===== src/rtl/gray_pkg.sv =====
// gray_pkg: shared definitions for the Gray-code link.
//   - receiver state encodings (UNLOCKED, TRACK, ERROR)
//   - default code width
//   - 3-bit Gray sequence constants G0..G7, shared by the counter and the benches
//   - is_single_bit(): true when exactly one bit of a (zero-extended) vector is set
package gray_pkg;

  localparam int GRAY_WIDTH = 3;

  typedef enum logic [1:0] {
    UNLOCKED = 2'b00,
    TRACK    = 2'b01,
    ERROR    = 2'b10
  } gray_state_e;

  localparam logic [2:0] G0 = 3'b000;
  localparam logic [2:0] G1 = 3'b001;
  localparam logic [2:0] G2 = 3'b011;
  localparam logic [2:0] G3 = 3'b010;
  localparam logic [2:0] G4 = 3'b110;
  localparam logic [2:0] G5 = 3'b111;
  localparam logic [2:0] G6 = 3'b101;
  localparam logic [2:0] G7 = 3'b100;

  // A legal Gray advance flips exactly one bit: non-zero, and clearing the
  // lowest set bit leaves nothing behind.
  function automatic logic is_single_bit(input logic [7:0] d);
    return (d != 8'd0) && ((d & (d - 8'd1)) == 8'd0);
  endfunction

endpackage


===== src/rtl/gray2bin.sv =====
// gray2bin: combinational Gray-to-binary decoder.
//   Gray   in  WIDTH  Gray-coded value
//   Binary out WIDTH  decoded value: b[W-1]=g[W-1], b[i]=b[i+1]^g[i]
// Each output bit is written as the XOR of all Gray bits at or above it,
// which is the unrolled form of the decode chain.
module gray2bin #(
  parameter int WIDTH = 3
) (
  input  logic [WIDTH-1:0] Gray,
  output logic [WIDTH-1:0] Binary
);

  for (genvar i = 0; i < WIDTH; i++) begin : g_bit
    assign Binary[i] = ^Gray[WIDTH-1:i];
  end

endmodule


===== src/rtl/gray_rx.sv =====
// gray_rx: receive side of the Gray-code counter link.
// Samples GrayIn on Valid, decodes it, and checks every accepted change is a
// single forward step. All outputs are registered (one-cycle latency).
//   Clk     in   clock, rising edge
//   Reset   in   synchronous active-high reset, highest priority
//   Valid   in   sample strobe for GrayIn
//   GrayIn  in   WIDTH  Gray-coded count
//   Binary  out  WIDTH  decode of the last accepted code
//   Step    out  one-cycle pulse per accepted forward advance
//   Locked  out  high once a code has been captured, low after an error
//   Wrap    out  sticky, set on the advance from all-ones to zero
//   Error   out  sticky, set on an illegal transition (exit only via Reset)
module gray_rx
  import gray_pkg::*;
#(
  parameter int WIDTH = GRAY_WIDTH
) (
  input  logic             Clk,
  input  logic             Reset,
  input  logic             Valid,
  input  logic [WIDTH-1:0] GrayIn,
  output logic [WIDTH-1:0] Binary,
  output logic             Step,
  output logic             Locked,
  output logic             Wrap,
  output logic             Error
);

  gray_state_e      state_r, state_nxt_s;
  logic [WIDTH-1:0] last_r, last_nxt_s;
  logic [WIDTH-1:0] binary_r, binary_nxt_s;
  logic             step_r, step_nxt_s;
  logic             locked_r, locked_nxt_s;
  logic             wrap_r, wrap_nxt_s;
  logic             error_r, error_nxt_s;

  logic [WIDTH-1:0] decoded_s;
  logic [WIDTH-1:0] diff_s;
  logic [WIDTH-1:0] expected_s;
  logic             single_s;

  gray2bin #(.WIDTH(WIDTH)) u_decode (
    .Gray   (GrayIn),
    .Binary (decoded_s)
  );

  assign diff_s     = GrayIn ^ last_r;
  assign expected_s = binary_r + {{(WIDTH-1){1'b0}}, 1'b1};
  assign single_s   = is_single_bit(8'(diff_s));

  // Next-state and next-output decode for the lock/track/error FSM.
  always_comb begin
    state_nxt_s  = state_r;
    last_nxt_s   = last_r;
    binary_nxt_s = binary_r;
    step_nxt_s   = 1'b0;
    locked_nxt_s = locked_r;
    wrap_nxt_s   = wrap_r;
    error_nxt_s  = error_r;

    case (state_r)
      UNLOCKED: begin
        if (Valid) begin
          // Any first code is accepted as the starting point.
          last_nxt_s   = GrayIn;
          binary_nxt_s = decoded_s;
          locked_nxt_s = 1'b1;
          state_nxt_s  = TRACK;
        end else begin
          state_nxt_s  = UNLOCKED;
        end
      end
      TRACK: begin
        if (!Valid) begin
          state_nxt_s = TRACK;
        end else if (diff_s == {WIDTH{1'b0}}) begin
          // Repeated code: the counter simply did not advance.
          state_nxt_s = TRACK;
        end else if (single_s && (decoded_s == expected_s)) begin
          last_nxt_s   = GrayIn;
          binary_nxt_s = decoded_s;
          step_nxt_s   = 1'b1;
          if (binary_r == {WIDTH{1'b1}}) begin
            wrap_nxt_s = 1'b1;
          end else begin
            wrap_nxt_s = wrap_r;
          end
        end else begin
          // Backward single-bit step or multi-bit jump; last/Binary freeze.
          error_nxt_s  = 1'b1;
          locked_nxt_s = 1'b0;
          state_nxt_s  = ERROR;
        end
      end
      ERROR: begin
        state_nxt_s = ERROR;
      end
      default: begin
        // Unused encoding: fall back to a clean re-lock.
        state_nxt_s  = UNLOCKED;
        locked_nxt_s = 1'b0;
      end
    endcase
  end

  // State and output registers with synchronous reset.
  always_ff @(posedge Clk) begin
    if (Reset) begin
      state_r  <= UNLOCKED;
      last_r   <= {WIDTH{1'b0}};
      binary_r <= {WIDTH{1'b0}};
      step_r   <= 1'b0;
      locked_r <= 1'b0;
      wrap_r   <= 1'b0;
      error_r  <= 1'b0;
    end else begin
      state_r  <= state_nxt_s;
      last_r   <= last_nxt_s;
      binary_r <= binary_nxt_s;
      step_r   <= step_nxt_s;
      locked_r <= locked_nxt_s;
      wrap_r   <= wrap_nxt_s;
      error_r  <= error_nxt_s;
    end
  end

  assign Binary = binary_r;
  assign Step   = step_r;
  assign Locked = locked_r;
  assign Wrap   = wrap_r;
  assign Error  = error_r;

endmodule


===== config.mk =====
export PLATFORM = sky130hd
export DESIGN_NAME = gray_rx
export DESIGN_NICKNAME = d
export VERILOG_FILES = /design/src/rtl/gray_pkg.sv /design/src/rtl/gray2bin.sv /design/src/rtl/gray_rx.sv
export SDC_FILE = /design/constraint.sdc
export NUM_CORES = 1
export LEC_CHECK = 0
export BUFFER_PORTS_ARGS = -buffer_cell sky130_fd_sc_hd__buf_2
export CAP_MARGIN = 15
export CORE_ASPECT_RATIO = 0.9
export CORE_MARGIN = 4
export CORE_UTILIZATION = 30
export CTS_BUF_LIST = sky130_fd_sc_hd__clkbuf_2 sky130_fd_sc_hd__clkbuf_4 sky130_fd_sc_hd__clkbuf_8
export DETAILED_ROUTE_END_ITERATION = 6
export GPL_ROUTABILITY_DRIVEN = 0
export GPL_TIMING_DRIVEN = 0
export PLACE_DENSITY = 0.6
export SYNTH_ARGS = -nofsm -noshare
export SYNTH_HDL_FRONTEND = slang
export SYNTH_SLANG_ARGS = --single-unit
export TNS_END_PERCENT = 1

===== constraint.sdc =====
create_clock -name Clk -period 4.1 [get_ports Clk]
set_clock_uncertainty 0.15 [all_clocks]
set_input_delay 0 -clock Clk [delete_from_list [all_inputs] [get_ports Clk]]
set_output_delay 0 -clock Clk [all_outputs]
set_load 0.01 [all_outputs]

After elaboration in Yosys (flattened, before gate mapping)
Cells that the tools add are included.
{"block": "classes", "n_addsub": 2, "eq_ne": 10, "muxes": 21, "bitwise": 7, "n_reduce_logical": 14}
{"operator": "$mux 3", "count": 8}
{"operator": "$reduce_and 5->1", "count": 3}
{"operator": "$pmux 3 s2", "count": 2}
{"operator": "$ne 2x2->1 const B", "count": 5}
{"operator": "$and 3x8->8", "count": 1}
{"operator": "$logic_not 8->1", "count": 1}
{"operator": "$mux 1", "count": 6}
{"operator": "$mux 2", "count": 3}
{"operator": "$pmux 2 s3", "count": 1}
{"operator": "$not 1->1", "count": 5}
{"operator": "$ne 4x4->1 const B", "count": 1}
{"operator": "$reduce_and 4->1", "count": 1}
{"operator": "$reduce_or 4->1", "count": 1}
{"operator": "$sub 3x1->4 const B", "count": 1}
{"operator": "$add 3x1->3 const B", "count": 1}
{"operator": "$eq 3x3->1", "count": 1}
{"operator": "$eq 3x3->1 const B", "count": 1}
{"operator": "$logic_not 3->1", "count": 1}
{"operator": "$pmux 1 s3", "count": 1}
{"operator": "$reduce_bool 3->1", "count": 1}
{"operator": "$reduce_xor 3->1", "count": 1}
{"operator": "$xor 3x3->3", "count": 1}
{"operator": "$eq 2x1->1 const B", "count": 1}
{"operator": "$eq 2x2->1 const B", "count": 1}
{"operator": "other kinds (4)", "count": 5}
{"block": "totals", "ff_bits": 12, "in_bits": 6, "wordCells": 61}

Depth between registers and ports, before layout
{"block": "logic_depth", "ltp_word": 10, "depth_mapped": 6, "depth_no_buf": 6}

Hierarchy
Synthesis repeated with hierarchy kept, for this count alone.
{"block": "hier_totals", "hier_cells": 88, "hier_area_um2": 807.0}
{"module": "gray_rx", "n_inst": 1, "cells_each": 85, "area_per_inst_um2": 767.0, "seq_area_each_um2": 240.2}
{"module": "gray2bin", "n_inst": 1, "cells_each": 3, "area_per_inst_um2": 40.0, "seq_area_each_um2": 0.0}

Least setup slack after synthesis
Ideal clock, no wire load.
{"block": "synth_path", "path_kind": "reg-to-reg", "startpoint": "register binary_r[0], in the netlist Binary[0]", "endpoint": "register binary_r[0], in the netlist Binary[0]", "t_arrival_ps": 1807, "required_ps": 3829, "setup_slack_ps": 2022, "path_stages_with_launch": 7, "path_buffers": 0, "cell_sequence": "dfxtp_1 ha_1 ha_1 nor3_1 o22ai_1 o31ai_4 mux2_4"}
{"block": "synth_via", "elab_chain_cells": 5}
{"element": "start, declared", "line_no": "gray_rx.sv:31", "text": "logic [WIDTH-1:0] binary_r, binary_nxt_s;"}
{"element": "start signal, assigned", "line_no": "gray_rx.sv:111", "text": "binary_r <= {WIDTH{1'b0}};"}
{"element": "start signal, assigned", "line_no": "gray_rx.sv:119", "text": "binary_r <= binary_nxt_s;"}
{"element": "$add 3x1->3", "line_no": "gray_rx.sv:48", "text": "assign expected_s = binary_r + {{(WIDTH-1){1'b0}}, 1'b1};"}
{"element": "$eq 3x3->1", "line_no": "gray_rx.sv:79", "text": "end else if (single_s && (decoded_s == expected_s)) begin"}
{"element": "$logic_and 1x1->1", "line_no": "gray_rx.sv:79"}
{"element": "$ne 2x2->1 (no source line)"}
{"element": "$reduce_and 5->1 (no source line)"}
Every way passes these cells.
A chain may end at the register's enable or synchronous reset.

Worst setup path in the final report
{"block": "layout_path", "startpoint": "register binary_r[0], in the netlist Binary[0]", "endpoint": "register binary_r[1], in the netlist Binary[1]"}
Same word-level chain as after synthesis.

==> results.sh <==
export IMPL_setup_violations_final=0
export IMPL_p_int_uw=201
export IMPL_synth_common_cells="dfxtp_1, a21oi_1, nand2_1, nand2b_1, xnor2_1"
export IMPL_drv_slew=0
export IMPL_cp_common_cell="ha_1"
export IMPL_critPathTopFamily="compound AO/OA/AOI/OAI gates"
export IMPL_synth_cells=70
export IMPL_ys_types=33
export IMPL_hold_buffers=5
export IMPL_synth_ff_type="dfxtp_1"
export IMPL_synth_top_area_share_pct=33.2
export IMPL_synthTopCellsByArea="dfxtp_1, xnor2_1, mux2i_1"
export IMPL_initial_utilization_pct=33.0
export IMPL_p_leak_nw=0.364
export IMPL_cts_setup_buffers=0
export IMPL_antenna_cells=0
export IMPL_detailed_place_hpwl_um=933
export IMPL_cp_arrival_ns=2.21
export IMPL_seqPwrFrac_pct=43.4
export IMPL_synth_area_um2=663
export IMPL_regToRegSetupSlack_ns=1.90
export IMPL_yosys_warnings=0
export IMPL_crit_path_max_incr_delay_ns=0.41
export IMPL_clockRootBuffer="clkbuf_4"
export IMPL_synth_edf_count=0
export IMPL_reg2reg_to="Binary[1]$_SDFFE_PP0P_"
export IMPL_fin_crit_sh_pct=53.6
export IMPL_fillers=210
export IMPL_p_clk_share_pct=28.2
export IMPL_synth_top_cell_by_area="dfxtp_1"
export IMPL_drtIter0Drc=9
export IMPL_rsz0062_at_grt="no"
export IMPL_grt_pass1_vias=463
export IMPL_cts_clk_slew_worst_paths_ns=0.07
export IMPL_pwr_share_comb_pct=28.4
export IMPL_cts_made_buffers=3
export IMPL_grt_pass1_wl_um=2050
export IMPL_ir_drop_mv=0.210
export IMPL_post_cts_resized=0
export IMPL_die_y_um=52.6
export IMPL_multi_input_area_um2=404
export IMPL_htreeDepth=1
export IMPL_clk_latency_ns=0.27
export IMPL_synth_nets=78
export IMPL_finalHoldViolCount=0
export IMPL_cp_required_ns=4.11
export IMPL_async_reset_ff_share_pct=0
export IMPL_startpoint_type="flop"
export IMPL_area_growth_syn_to_layout_pct=24.3
export IMPL_worst_hold_path_type="in2reg"
export IMPL_maxCapViolations=0
export IMPL_die_area_um2=3030
export IMPL_swShare_pct=29.6
export IMPL_critPathKind="reg2reg"
export IMPL_p_sw_uw=84.4
export IMPL_via_per_inst=4.54
export IMPL_grt_max_degree=11
export IMPL_max_freq_mhz=455
export IMPL_clk_path_buf_depth=2
export IMPL_layout_drive_gt1_share_pct=25.8
export IMPL_grt_ovfl_total=0
export IMPL_holdPathEnd="state_r[0]$_SDFFE_PP0P_"
export IMPL_clkSinkCount=11
export IMPL_tns_ns=0
export IMPL_period_minus_slack_ns=2.20
export IMPL_utilization_pct=41.1
export IMPL_placedCellCount=105
export IMPL_ios=13
export IMPL_tightest_slew_ns=0.431
export IMPL_crit_buf_inv=0
export IMPL_cts_tree="done"
export IMPL_num_vias=517
export IMPL_syn_avg_cell_area_um2=9.47
export IMPL_relSlewSlack_pct=71.3
export IMPL_die_x_um=57.6
export IMPL_ys_seq_elements=11
export IMPL_ant_nets=0
export IMPL_route_detailed_drc=0
export IMPL_critPathCaptureType="flop"
export IMPL_crit_slowest_cell="o31ai_4"
export IMPL_min_delay_path_depth=5
export IMPL_path_max_fanout=5
export IMPL_p_per_area_nw_per_um2=346
export IMPL_fp_row_count=15
export IMPL_routed_wl_um=1240
export IMPL_first_pass_iters=4
export IMPL_portBuffers=10
export IMPL_yosysMostFrequentCell="dfxtp_1"
export IMPL_antenna_found_initial=0
export IMPL_yosysSeqAreaShare_pct=33.2
export IMPL_status="finished, final reports clean"
export IMPL_wl_per_cell_um=10.9
export IMPL_layout_cells_non_filler=114
export IMPL_layout_nets=98
export IMPL_regToRegStartpoint="Binary[0]$_SDFFE_PP0P_"
export IMPL_hp_start="GrayIn[0]"
export IMPL_track_usage_pct=9.02
export IMPL_core_area_um2=2010
export IMPL_ff2ff_path_depth=6
export IMPL_regArea_um2=220
export IMPL_path_cells="ha_1 -> ha_1 -> nor3_1 -> o22ai_1 -> o31ai_4 -> mux2_4"
-- logic make-up (layout without fill, tap and decap cells) --
group                    Yosys count  after routing  synth area share [%]
AO/OA/AOI/OAI                     12             12                  13.2
AND/OR/NAND/NOR                   26             26                  22.5
adder cells (fa/ha/maj)            2              2                  3.77
flip-flops                        11             11                  33.2
XOR/XNOR                           7              7                  12.5
multiplexers                       5              5                  9.06
buffers and inverters              7             26                  5.85
-- metrics by stage --
step	total power [mW]	setup WS (ns)	area (µm²)	hold WS [ns]
5_1_grt	0.307	1.75	825	0.302
2_1_floorplan	0.186	2.02	663	0.0266
6_report	0.285	1.90	825	0.251
4_1_cts	0.290	1.88	825	0.234
3_3_place_gp	0.203	1.90	744	0.144
3_5_place_dp	0.204	1.90	744	0.158
-- tightest hold or removal path, stage by stage --
cell	delay [ns]
buf_2	0.10
xnor2_1	0.11
nand3_1	0.14
and3_1	0.20
a21oi_1	0.07
-- cell usage in the layout, fill, tap and decap left out, types with 2 or more instances in the layout --
cell and instances:
xnor2_1 4, mux2_4 2, and3_1 3, mux2i_1 3, nand2_1 4, a21oi_1 4, dlygate4sd3_1 5, clkbuf_4 4
buf_2 10, nor2b_1 3, inv_1 3, o21ai_0 3, nand2b_1 4, dfxtp_1 11, nor2_1 3, or2b_1 2
ha_1 2
-- registers in the layout, indices dropped and copies added (netlist names) --
| name | flops |
|---|---|
| Binary | 2 |
| Error | 1 |
| Locked | 1 |
| Step | 1 |
| Wrap | 1 |
| last_r | 3 |
| state_r | 2 |
-- power groups by stage --
stage	sequential (mW)	combinational, mW	clock (mW)
6_report	0.124	0.0808	0.0804
5_1_grt	0.125	0.0899	0.0923
4_1_cts	0.124	0.0817	0.0843
3_5_place_dp	0.126	0.0779	0
3_3_place_gp	0.126	0.0768	0
2_1_floorplan	0.127	0.0594	0
-- area by class of cell --
class                           instances  area share, %
Timing Repair Buffer                   15           12.1
Sequential cell                        11           26.7
Multi-Input combinational cell         52           49.0
Clock buffer                            4           3.64
Tap cell                               25           3.79
Buffer                                  4           3.34
Inverter                                3           1.37
-- routing by layer --
metal,part of all wire [%],global-route usage [%]
met5,0,0
met4,0.56,3.47
met3,8.4,3.94
met2,42,13.0
met1,49,11.7
-- worst max path at each step --
stage | startpoint | end | slack, ns | cells after the start
after floorplan | Binary[0]$_SDFFE_PP0P_ | Binary[0]$_SDFFE_PP0P_ | 2.02 | 6
after global placement | Binary[0]$_SDFFE_PP0P_ | Binary[1]$_SDFFE_PP0P_ | 1.90 | 6
after detailed placement | Binary[0]$_SDFFE_PP0P_ | Binary[0]$_SDFFE_PP0P_ | 1.90 | 6
after CTS | Binary[0]$_SDFFE_PP0P_ | Binary[1]$_SDFFE_PP0P_ | 1.88 | 6
after global routing | Binary[0]$_SDFFE_PP0P_ | Binary[1]$_SDFFE_PP0P_ | 1.75 | 6
final | Binary[0]$_SDFFE_PP0P_ | Binary[1]$_SDFFE_PP0P_ | 1.90 | 6
Note: power is estimated with default switching activity, not from simulation.
